--- config.mk ---
export PLATFORM = sky130hd
export DESIGN_NAME = jesd_sync_req_ctrl
export DESIGN_NICKNAME = d
export VERILOG_FILES = /design/src/rtl/jesd_sync_pkg.sv /design/src/rtl/jesd_lmfc_cnt.sv /design/src/rtl/jesd_sync_req_ctrl.sv
export SDC_FILE = /design/constraint.sdc
export NUM_CORES = 1
export LEC_CHECK = 0
export CAP_MARGIN = 0
export CORE_MARGIN = 2
export CORE_UTILIZATION = 40
export DETAILED_ROUTE_END_ITERATION = 8
export HOLD_SLACK_MARGIN = 0.08
export PLACE_DENSITY_LB_ADDON = 0.1
export SYNTH_ARGS = -nofsm -noshare
export SYNTH_HDL_FRONTEND = slang
export SYNTH_SLANG_ARGS = --single-unit
--- constraint.sdc ---
create_clock -name CLK -period 2.6 [get_ports CLK]
set_input_delay 0.26 -clock CLK [delete_from_list [all_inputs] [get_ports CLK]]
set_output_delay 0.26 -clock CLK [all_outputs]
set_load 0.01 [all_outputs]
--- src/rtl/jesd_sync_pkg.sv ---
// jesd_sync_pkg: shared state encodings and counter widths for the JESD204B SYNC~ request controller.
package jesd_sync_pkg;

    localparam logic [2:0] ST_IDLE      = 3'd0;
    localparam logic [2:0] ST_REQ       = 3'd1;
    localparam logic [2:0] ST_ILAS_WAIT = 3'd2;
    localparam logic [2:0] ST_LINKED    = 3'd3;
    localparam logic [2:0] ST_FAIL      = 3'd4;

    localparam int HOLD_W  = 8;
    localparam int TO_W    = 8;
    localparam int RETRY_W = 4;

    function automatic int lmfc_width(input int period);
        return (period > 2) ? $clog2(period) : 1;
    endfunction

endpackage

--- src/rtl/jesd_lmfc_cnt.sv ---
// jesd_lmfc_cnt: free-running LMFC counter with boundary flag.
// Optional SYSREF edge realignment when SYSREF_ALIGN_EN is defined.
module jesd_lmfc_cnt
    import jesd_sync_pkg::*;
#(
    parameter int LMFC_PERIOD = 16,
    parameter int CW          = lmfc_width(LMFC_PERIOD)
) (
    input  logic          clk_i,
    input  logic          rst_i,
    input  logic          sysref_i,
    output logic [CW-1:0] cnt_o,
    output logic          boundary_o
);

    logic [CW-1:0] cnt_q, cnt_d, cnt_wrap;

    assign cnt_wrap = (cnt_q == CW'(LMFC_PERIOD - 1)) ? '0 : cnt_q + 1'b1;

`ifdef SYSREF_ALIGN_EN
    logic sysref_q;

    always_ff @(posedge clk_i) begin
        if (rst_i) sysref_q <= 1'b0;
        else       sysref_q <= sysref_i;
    end

    // a rise on the natural wrap also lands on zero, so it is harmless
    assign cnt_d = (sysref_i && !sysref_q) ? '0 : cnt_wrap;
`else
    logic unused_sysref;

    assign unused_sysref = sysref_i;
    assign cnt_d         = cnt_wrap;
`endif

    always_ff @(posedge clk_i) begin
        if (rst_i) cnt_q <= '0;
        else       cnt_q <= cnt_d;
    end

    assign cnt_o      = cnt_q;
    assign boundary_o = (cnt_q == '0);

endmodule

--- src/rtl/jesd_sync_req_ctrl.sv ---
// jesd_sync_req_ctrl: drives SYNC~ aligned to LMFC, supervises ILAS with timeout, retry and link-lost restart.
// Optional SYSREF realignment of the LMFC counter via macro SYSREF_ALIGN_EN.
module jesd_sync_req_ctrl
    import jesd_sync_pkg::*;
#(
    parameter int LMFC_PERIOD = 16,
    parameter int MIN_HOLD_MF = 4,
    parameter int ILAS_TO_MF  = 8,
    parameter int MAX_RETRY   = 3
) (
    input  logic         CLK,
    input  logic         RST,
    input  logic         SYNC_TRIG,
    input  logic         SYSREF,
    input  logic         CGS_OK,
    input  logic         ILAS_START,
    input  logic         LINK_ERR,
    output logic         SYNCN,
    output logic         LMFC_TICK,
    output logic [2:0]   STATE,
    output logic         LINKED,
    output logic         FAIL,
    output logic [3:0]   RETRY_CNT
);

    localparam int CW = lmfc_width(LMFC_PERIOD);

    logic [CW-1:0]      unused_lmfc_cnt;
    logic               boundary;
    logic [2:0]         state_q, state_d;
    logic               syncn_q, syncn_d;
    logic [HOLD_W-1:0]  hold_q, hold_d;
    logic [TO_W-1:0]    to_q, to_d;
    logic [RETRY_W-1:0] retry_q, retry_d;

    jesd_lmfc_cnt #(
        .LMFC_PERIOD (LMFC_PERIOD),
        .CW          (CW)
    ) u_lmfc (
        .clk_i      (CLK),
        .rst_i      (RST),
        .sysref_i   (SYSREF),
        .cnt_o      (unused_lmfc_cnt),
        .boundary_o (boundary)
    );

    // hold_q is compared before its own increment in the release cycle
    always_comb begin
        state_d = state_q;
        hold_d  = hold_q;
        to_d    = to_q;
        retry_d = retry_q;
        if (SYNC_TRIG) begin
            state_d = ST_REQ;
            hold_d  = '0;
            to_d    = '0;
            retry_d = '0;
        end else if (state_q == ST_REQ) begin
            if (boundary) begin
                hold_d = (&hold_q) ? hold_q : hold_q + 1'b1;
                if (hold_q >= HOLD_W'(MIN_HOLD_MF) && CGS_OK) begin
                    state_d = ST_ILAS_WAIT;
                    to_d    = '0;
                end
            end
        end else if (state_q == ST_ILAS_WAIT) begin
            if (ILAS_START) begin
                state_d = ST_LINKED;
            end else if (boundary) begin
                to_d = to_q + 1'b1;
                if (to_q == TO_W'(ILAS_TO_MF - 1)) begin
                    if (retry_q < RETRY_W'(MAX_RETRY)) begin
                        retry_d = retry_q + 1'b1;
                        state_d = ST_REQ;
                        hold_d  = '0;
                    end else begin
                        state_d = ST_FAIL;
                    end
                end
            end
        end else if (state_q == ST_LINKED && LINK_ERR) begin
            state_d = ST_REQ;
            retry_d = '0;
            hold_d  = '0;
        end
        syncn_d = (state_d != ST_REQ);
    end

    always_ff @(posedge CLK) begin
        if (RST) begin
            state_q <= ST_IDLE;
            syncn_q <= 1'b1;
            hold_q  <= '0;
            to_q    <= '0;
            retry_q <= '0;
        end else begin
            state_q <= state_d;
            syncn_q <= syncn_d;
            hold_q  <= hold_d;
            to_q    <= to_d;
            retry_q <= retry_d;
        end
    end

    assign SYNCN     = syncn_q;
    assign LMFC_TICK = boundary;
    assign STATE     = state_q;
    assign LINKED    = (state_q == ST_LINKED);
    assign FAIL      = (state_q == ST_FAIL);
    assign RETRY_CNT = retry_q;

endmodule

Word-level counts from Yosys, hierarchy flattened
Index checks and enable logic that the tools add are counted.
{ "word_totals": {"word_cells": 74, "regBits": 28, "in_bits": 7, "output_inout_bits": 11} }
{ "classes": {"magnitude_cmp": 2, "eq_ne": 18, "reduce_logical": 12, "mux": 31, "bitwise": 1, "n_addsub": 4} }
{ "ops": {"columns": ["cell", "count"], "rows": [
  ["$mux W8", 15],
  ["$mux W3", 10],
  ["$mux W4", 6],
  ["$add A8 B1 Y8 const B", 2],
  ["$add A4 B1 Y4 const B", 2],
  ["$eq A8 B3 Y1 const B", 1],
  ["$ge A8 B3 Y1 const B", 1],
  ["$ne A2 B1 Y1 const B", 4],
  ["$ne A2 B2 Y1 const B", 4],
  ["$reduce_and A8 Y1", 1],
  ["$reduce_and A7 Y1", 1],
  ["$eq A3 B2 Y1 const B", 2],
  ["$ne A3 B2 Y1 const B", 2],
  ["$reduce_and A6 Y1", 1],
  ["$reduce_and A5 Y1", 1],
  ["$eq A4 B4 Y1 const B", 1],
  ["$logic_not A4 Y1", 1],
  ["$lt A4 B2 Y1 const B", 1],
  ["$reduce_bool A2 Y1", 2],
  ["$reduce_or A2 Y1", 2],
  ["$eq A3 B1 Y1 const B", 1],
  ["$eq A3 B3 Y1 const B", 1],
  ["$ne A3 B1 Y1 const B", 1],
  ["$ne A3 B3 Y1 const B", 1],
  ["3 further kinds", 4]
]} }

Longest topological paths before layout
Gate-level depths: netlist of run 1.
{ "depth": {"ltp_word": 9, "ltp_mapped": 8, "mapped_depth_nobuf": 7} }

Modules after synthesis
From an unflattened synthesis of run 1, not the netlist that was laid out.
{ "hier_totals": {"cells_unflattened": 193, "hier_area_um2": 1701.6} }
{ "by_module_without_submodules": {"columns": ["module", "n_inst", "seq_area_each_um2", "area_each_um2", "cells_per_inst"], "rows": [
  ["jesd_sync_req_ctrl", 1, 480.5, 1524.0, 174],
  ["jesd_lmfc_cnt", 1, 80.1, 177.7, 19]
]} }

Worst setup path after synthesis of run 1
OpenSTA, ideal clock, no wires.
{ "synth_timing": {"path_kind": "register to register", "startpoint": "register retry_q[0] (netlist: RETRY_CNT[0])", "endpoint": "register retry_q[1] (netlist: RETRY_CNT[1])", "setup_time_ns": 0.070, "period_less_slack_ns": 2.068, "path_slack_ns": 0.532, "path_buffers": 0, "required_ns": 2.530, "path_stages_with_launch": 7, "arrival_ns": 1.998, "cell_sequence": "dfxtp_1 > ha_1 > or4_1 > a2bb2oi_4 > o2111ai_2 > or4b_1 > a21oi_1"} }
{ "synth_between": {"elab_chain_cells": 6, "word_cells_on_any_way": 9, "cone_classes": "add/sub (1); order compare (1); eq/ne (1); mux (5); reduce/logical (1)"} }
{ "synth_rtl": {"columns": ["item", "line_no", "text"], "rows": [
  ["start, declared", "jesd_sync_req_ctrl.sv:34", "logic [RETRY_W-1:0] retry_q, retry_d;"],
  ["start signal, assigned", "jesd_sync_req_ctrl.sv:101", "retry_q <= retry_d;"],
  ["$add A4 B1 Y4", "jesd_sync_req_ctrl.sv:73", "retry_d = retry_q + 1'b1;"],
  ["$mux W4", "jesd_sync_req_ctrl.sv:72", "if (retry_q < RETRY_W'(MAX_RETRY)) begin"],
  ["$mux W4", "jesd_sync_req_ctrl.sv:71", "if (to_q == TO_W'(ILAS_TO_MF - 1)) begin"],
  ["$mux W4", "jesd_sync_req_ctrl.sv:69", "end else if (boundary) begin"],
  ["$mux W4", "jesd_sync_req_ctrl.sv:67", "if (ILAS_START) begin"],
  ["$mux W4", "jesd_sync_req_ctrl.sv:66", "end else if (state_q == ST_ILAS_WAIT) begin"]
]} }
Parallel ways exist; a longest one is shown, timed or not. The select of a mux whose other input is x is not followed.
A chain may end at the register's enable or synchronous reset.

Worst setup path after layout of run 1
{ "layout_timing": {"startpoint": "register u_lmfc.cnt_q[0] (netlist: u_lmfc.cnt_o[0])", "endpoint": "output LMFC_TICK"} }
{ "layout_between": {"elab_chain_cells": 1} }
{ "layout_rtl": {"columns": ["item", "line_no", "text"], "rows": [
  ["start, declared", "jesd_lmfc_cnt.sv:16", "logic [CW-1:0] cnt_q, cnt_d, cnt_wrap;"],
  ["start signal, assigned", "jesd_lmfc_cnt.sv:39", "else cnt_q <= cnt_d;"],
  ["$logic_not A4 Y1", "jesd_lmfc_cnt.sv:43", "assign boundary_o = (cnt_q == '0);"],
  ["end, declared", "jesd_sync_req_ctrl.sv:19", "output logic LMFC_TICK,"]
]} }
No other way between the ends.

==> results.sh, run 1 <==
export IMPL_via_per_inst=5.65
export IMPL_drv_slew=0
export IMPL_grt_antenna_before_repair=0
export IMPL_yosysWarnings=0
export IMPL_rsz0062_at_grt="no"
export IMPL_route_vias_total=1396
export IMPL_grt_pass1_vias=1373
export IMPL_synth_edf_count=0
export IMPL_clock_skew_ns=0.00646
export IMPL_status="completed"
export IMPL_grt_first_pass_wirelength_mm=6.18
export IMPL_synth_area_top_cells="dfxtp_1, a21oi_1, ha_1, o21ai_0, nand2_1"
export IMPL_async_flop_share=0
export IMPL_drt_iter0_drc=82
export IMPL_area_delta_synth_final_pct=14.9
export IMPL_n_antenna_cell=0
export IMPL_wl_met2_mm=1.82
export IMPL_max_vdd_ir_drop_mv=0.154
export IMPL_coreArea_um2=3720
export IMPL_synthAdderAreaFrac=0.0479
export IMPL_cts_resized=0
export IMPL_ys_seq_area_frac=0.358
export IMPL_period_share=0.884
export IMPL_ios=18
export IMPL_synth_top_family_by_area="simple AND/OR/NAND/NOR gates"
export IMPL_num_rows=22
export IMPL_die_width_um=66.6
export IMPL_worst_pin_slew_ns=0.564
export IMPL_clock_sinks=28
export IMPL_port_buffers=16
export IMPL_synthTopCellsByCount="dfxtp_1, a21oi_1, nand2_1, o21ai_0, nor2_1"
export IMPL_min_period_ns=2.30
export IMPL_yosysTopAreaCell="dfxtp_1"
export IMPL_synth_cells=183
export IMPL_synth_compound_area_frac=0.204
export IMPL_cp_arrival_ns=2.04
export IMPL_crit_type="register to primary output"
export IMPL_hold_buffers=0
export IMPL_final_setup_tns_ns=0
export IMPL_drtAntennaViolNets=0
export IMPL_synth_nets=196
export IMPL_grt_max_degree=15
export IMPL_drt_total_wl_mm=3.58
export IMPL_drive_above_1_share=0.101
export IMPL_critPathLaunchType="register"
export IMPL_wl_met1_mm=1.66
export IMPL_p_per_area_nw_per_um2=432
export IMPL_clock_latency_ns=0.27
export IMPL_cap_violations=0
export IMPL_syn_area_um2=1570
export IMPL_dieArea_um2=4430
export IMPL_synthFlopType="dfxtp_1"
export IMPL_hp_class="register to register"
export IMPL_ys_types=45
export IMPL_max_freq_mhz=435
export IMPL_htreeDepth=1
export IMPL_final_cells=247
export IMPL_overflow=0
export IMPL_cts_tree="yes"
export IMPL_gp_congestion=0.813
export IMPL_routed_top_layer="met4"
export IMPL_place_inst=244
export IMPL_routedWlPerCell_um=14.5
export IMPL_synthSimpleGateAreaFrac=0.315
export IMPL_clk_pin_slew_ns=0.10
export IMPL_final_setup_viol_count=0
export IMPL_clock_path_buffers=2
export IMPL_synth_top_area_share=0.358
export IMPL_grt_use_total=0.176
export IMPL_path_max_fanout=9
export IMPL_nets=214
export IMPL_leakagePower_nw=0.633
export IMPL_slew_headroom=0.622
export IMPL_initial_core_util=0.422
export IMPL_wl_met3_um=64
export IMPL_syn_area_per_cell_um2=8.56
export IMPL_postCtsSetupBuffers=0
export IMPL_cts_root_buf="clkbuf_8"
export IMPL_drc=0
export IMPL_hold_slack_ns=0.480
export IMPL_synthMostInstantiatedCell="dfxtp_1"
export IMPL_dr_pass1_iters=4
export IMPL_hpwl_mm=2.64
export IMPL_synth_xor_xnor_area_share=0.0168
export IMPL_fin_total_pwr_uw=778
export IMPL_muxShareOfSynthArea=0
export IMPL_die_h_um=66.6
export IMPL_ys_ff_latch=28
export IMPL_critPathRequiredTime_ns=2.34
export IMPL_cts_made_buffers=3
export IMPL_hold_viol=0
export IMPL_end_kind="primary output"
[cells by family (layout without fill, tap and decap cells)]
group           count (synthesis)  after routing
flops                          28             28
buf+inv                        15             31
fa+ha+maj                       6              6
xor+xnor                        3              3
compound gates                 48             48
simple gates                   83             83
[flip-flops by register name, summed over array words and instances, names as in the netlist]
name,cells
hold_q,8
RETRY_CNT,4
STATE,3
SYNCN,1
to_q,8
u_lmfc.cnt_o,4
[placed cells by master, fill, tap and decap left out, types with 2 or more instances in the layout]
cell type        netlist  layout
a21boi_0               2       2
a21oi_1               16      16
a41oi_1                2       2
and2_1                 3       3
and3_1                 3       3
buf_4                  0       5
clkbuf_8               1       3
clkdlybuf4s50_1        0      16
dfxtp_1               28      28
ha_1                   6       6
inv_1                  7       7
nand2_1               16      16
nand3_1                5       5
nand4_1                5       5
nand4b_1               4       4
nor2_1                14      14
nor3_1                 8       8
nor3b_1                2       2
nor4bb_1               2       2
o211ai_1               6       6
o21ai_0               15      15
or3_1                  5       5
or4_1                  4       4
xor2_1                 2       2
[final cells by class]
class	count	area, um2
fill	383	1920
multi-input combinational	140	915
sequential	28	561
timing repair buffer	21	198
tap	48	60.1
clock buffer	3	41.3
inverter	7	26.3
[power breakdown]
| part | internal [mW] | switching (mW) |
|---|---|---|
| registers | 0.435 | 0.00596 |
| clock network | 0.104 | 0.132 |
| logic | 0.0451 | 0.0549 |
| total | 0.584 | 0.193 |
[critical path, cell delays in order, from the launching register on]
cell and delay, ns:
dfxtp_1 0.35, inv_1 0.08, ha_1 0.18, nor3b_2 0.50, clkdlybuf4s50_1 0.67
[through the flow]
stage	instance area, um2	setup WS (ns)	utilization
after global routing	1800	0.153	0.485
after CTS	1800	0.306	0.485
after floorplan	1570	0.532	-
after global placement	1760	0.323	0.473
final	1800	0.301	0.485
after detailed placement	1760	0.261	0.473
[routing by layer]
layer,vias up,global-route usage
met5,-,0
met4,0,0.0536
met3,4,0.0203
met2,13,0.309
met1,672,0.225
li1,707,-
[path summary, 6_finish.rpt]
| kind | startpoint | depth (start not counted) | slack (ns) | to |
|---|---|---|---|---|
| hold / removal | to_q[1] | 2 | 0.48 | to_q[1] |
| setup reg to reg | u_lmfc.cnt_o[0] | 7 | 0.36 | RETRY_CNT[1] |
| hold reg to reg | to_q[1] | 2 | 0.48 | to_q[1] |
| setup / recovery | u_lmfc.cnt_o[0] | 4 | 0.30 | LMFC_TICK |
(Power assumes the default switching activity.)
==> run 2, diff against run 1 <==
--- a/config.mk
+++ b/config.mk
@@ -10,7 +10,8 @@
 export CORE_UTILIZATION = 40
 export DETAILED_ROUTE_END_ITERATION = 8
 export HOLD_SLACK_MARGIN = 0.08
-export PLACE_DENSITY_LB_ADDON = 0.1
+export PLACE_DENSITY = 0.65
 export SYNTH_ARGS = -nofsm -noshare
 export SYNTH_HDL_FRONTEND = slang
+export SYNTH_HIERARCHICAL = 1
 export SYNTH_SLANG_ARGS = --single-unit
==> results.sh, run 2 <==
export IMPL_worst_pin_slew_ns=1.07
export IMPL_setup_slack_ns=0.249
export IMPL_final_setup_tns_ns=0
export IMPL_cts_tree="yes"
export IMPL_nets=218
export IMPL_drive_above_1_share=0.108
export IMPL_gp_congestion=0.777
export IMPL_reg2reg_depth=7
export IMPL_max_freq_mhz=425
export IMPL_hold_start="to_q[7]"
export IMPL_place_ws_ns=0.326
export IMPL_p_per_area_nw_per_um2=412
export IMPL_period_share=0.904
export IMPL_drt_iter0_drc=82
export IMPL_overflow=0
export IMPL_drc=0
export IMPL_end_kind="primary output"
export IMPL_clk_pin_slew_ns=0.09
export IMPL_area_delta_synth_final_pct=13.5
export IMPL_crit_type="register to primary output"
export IMPL_hp_class="register to register"
export IMPL_num_fill_cells=392
export IMPL_critPathLaunchType="register"
export IMPL_clock_path_buffers=2
export IMPL_grt_use_total=0.151
export IMPL_slew_headroom=0.284
export IMPL_top_regs="hold_q x8, to_q x8"
export IMPL_yosysWarnings=6
export IMPL_n_antenna_cell=0
export IMPL_synth_top_area_share=0.329
export IMPL_crit_path_top_delay_cell="clkdlybuf4s50_1"
export IMPL_die_h_um=69.2
export IMPL_drv_slew=0
export IMPL_drtAntennaViolNets=0
export IMPL_synth_edf_count=0
export IMPL_synth_nets=206
export IMPL_synthTopCellsByCount="dfxtp_1, a21oi_1, nand3_1, nand2_1, or3_1"
export IMPL_port_buffers=16
export IMPL_whs_path_depth=2
export IMPL_synthFlopType="dfxtp_1"
export IMPL_syn_area_per_cell_um2=8.82
export IMPL_timing_rr_start="u_lmfc/cnt_o[0]"
export IMPL_critPathRequiredTime_ns=2.34
export IMPL_grt_first_pass_wirelength_mm=6.11
export IMPL_grt_pass1_vias=1357
export IMPL_dr_pass1_iters=4
export IMPL_ys_ff_latch=28
export IMPL_htreeDepth=1
export IMPL_hpwl_mm=2.54
export IMPL_ys_seq_area_frac=0.329
export IMPL_yosysTopAreaCell="dfxtp_1"
export IMPL_clock_latency_ns=0.27
export IMPL_grt_max_degree=17
export IMPL_leakagePower_nw=0.578
export IMPL_final_setup_viol_count=0
export IMPL_cts_resized=0
export IMPL_cp_arrival_ns=2.09
export IMPL_cts_made_buffers=3
export IMPL_hold_buffers=0
export IMPL_clock_sinks=28
export IMPL_r2r_end="hold_q[7]"
export IMPL_cap_violations=0
export IMPL_die_width_um=69.2
export IMPL_syn_area_um2=1700
export IMPL_grt_antenna_before_repair=0
export IMPL_ios=18
export IMPL_drt_total_wl_mm=3.51
export IMPL_coreArea_um2=4060
export IMPL_reg2reg_slack_ns=0.26
export IMPL_num_rows=23
export IMPL_initial_core_util=0.419
export IMPL_cts_root_buf="clkbuf_8"
export IMPL_via_per_inst=5.75
export IMPL_min_period_ns=2.35
export IMPL_routedWlPerCell_um=13.8
export IMPL_ys_types=56
export IMPL_clock_skew_ns=0.00359
export IMPL_cp_slowest_stage_delay_ns=0.54
export IMPL_fin_util=0.476
export IMPL_synth_cells=193
export IMPL_hold_viol=0
export IMPL_synth_area_top_cells="dfxtp_1, a21oi_1, ha_1, nand3_1, or3_1"
export IMPL_max_vdd_ir_drop_mv=0.234
export IMPL_min_to="to_q[7]"
export IMPL_route_vias_total=1460
export IMPL_crit_chain="inv_2 -> ha_1 -> nor3b_1 -> buf_4 -> clkdlybuf4s50_1"
export IMPL_synthMostInstantiatedCell="dfxtp_1"
export IMPL_final_common_cell="dfxtp_1"
export IMPL_dieArea_um2=4790
export IMPL_postCtsSetupBuffers=0
export IMPL_status="completed"
export IMPL_final_cell_mix="dfxtp_1, a21oi_1, clkdlybuf4s50_1"
export IMPL_async_flop_share=0
export IMPL_rsz0062_at_grt="no"
export IMPL_path_max_fanout=8
-- run 2: cell types whose count changed after synthesis, moves of 3 or more --
cell      previous run  this run
o21ai_0             15         5
nand3_1              5        14
nor2_1              14         8
o211ai_1             6         0
buf_2                2         6
nor3_1               8         4
o31ai_1              0         4
or3_1                5         9
a31oi_1              0         3
and4bb_2             0         3
mux2i_1              0         3
nand2_1             16        13
nand4b_1             4         1
-- run 2: worst max-delay path by stage --
stage,startpoint,end,slack (ns),cells after the start
final,u_lmfc/cnt_o[0],LMFC_TICK,0.25,5
after global routing,u_lmfc/cnt_o[0],hold_q[7],0.12,7
after CTS,u_lmfc/cnt_o[0],LMFC_TICK,0.25,5
after detailed placement,u_lmfc/cnt_o[0],hold_q[7],0.33,7
after global placement,u_lmfc/cnt_o[0],hold_q[7],0.33,7
after floorplan,u_lmfc/cnt_o[0],RETRY_CNT[1],0.45,8
-- run 2: logic make-up (layout without fill, tap and decap cells) --
logic type,count (synthesis),count (layout),share of synthesized area
AOI/OAI and AO/OA,49,49,0.217
DFF,28,28,0.329
xor gates and xnor gates,2,2,0.0103
and+or+nand+nor,84,84,0.318
adders and majority gates,6,6,0.0441
muxes,4,4,0.0265
buffers and inverters,20,31,0.0544
-- run 2: critical path: cells and delay by family (launching register included) --
family / cells / cell delay, ns
fa+ha+maj: 1 / 0.13
buf+inv: 3 / 0.86
flops: 1 / 0.35
simple gates: 1 / 0.48
-- run 2: power by group --
part / switching, mW / internal [mW]
combinational: 0.0429 / 0.0351
sequential: 0.0103 / 0.436
clock: 0.137 / 0.136
-- run 2: layer usage --
metal,wire length [um],part of all wire,GRT usage,vias up
li1,-,-,-,758
met1,1880,0.54,0.213,675
met2,1480,0.42,0.233,22
met3,96,0.027,0.0233,5
met4,49,0.014,0.0588,0
met5,0,0,0,-
-- run 2: cell type report --
| cell class | count | area, um2 | area share |
|---|---|---|---|
| multi-input cells | 145 | 1050 | 0.543 |
| repair buffers | 17 | 168 | 0.0868 |
| well taps | 50 | 62.6 | 0.0324 |
| clock buffers | 4 | 55.1 | 0.0285 |
| inverters | 10 | 37.5 | 0.0194 |
| flip-flops and latches | 28 | 561 | 0.290 |
-- run 2: per-stage QoR --
stage	std cells	instance area, um2	total power [mW]	hold WS [ns]
3_3_place_gp	250	1880	0.533	0.463
2_1_floorplan	193	1700	0.500	0.329
4_1_cts	254	1930	0.809	0.488
5_1_grt	254	1930	0.834	0.523
3_5_place_dp	250	1880	0.533	0.473
6_report	254	1930	0.797	0.484
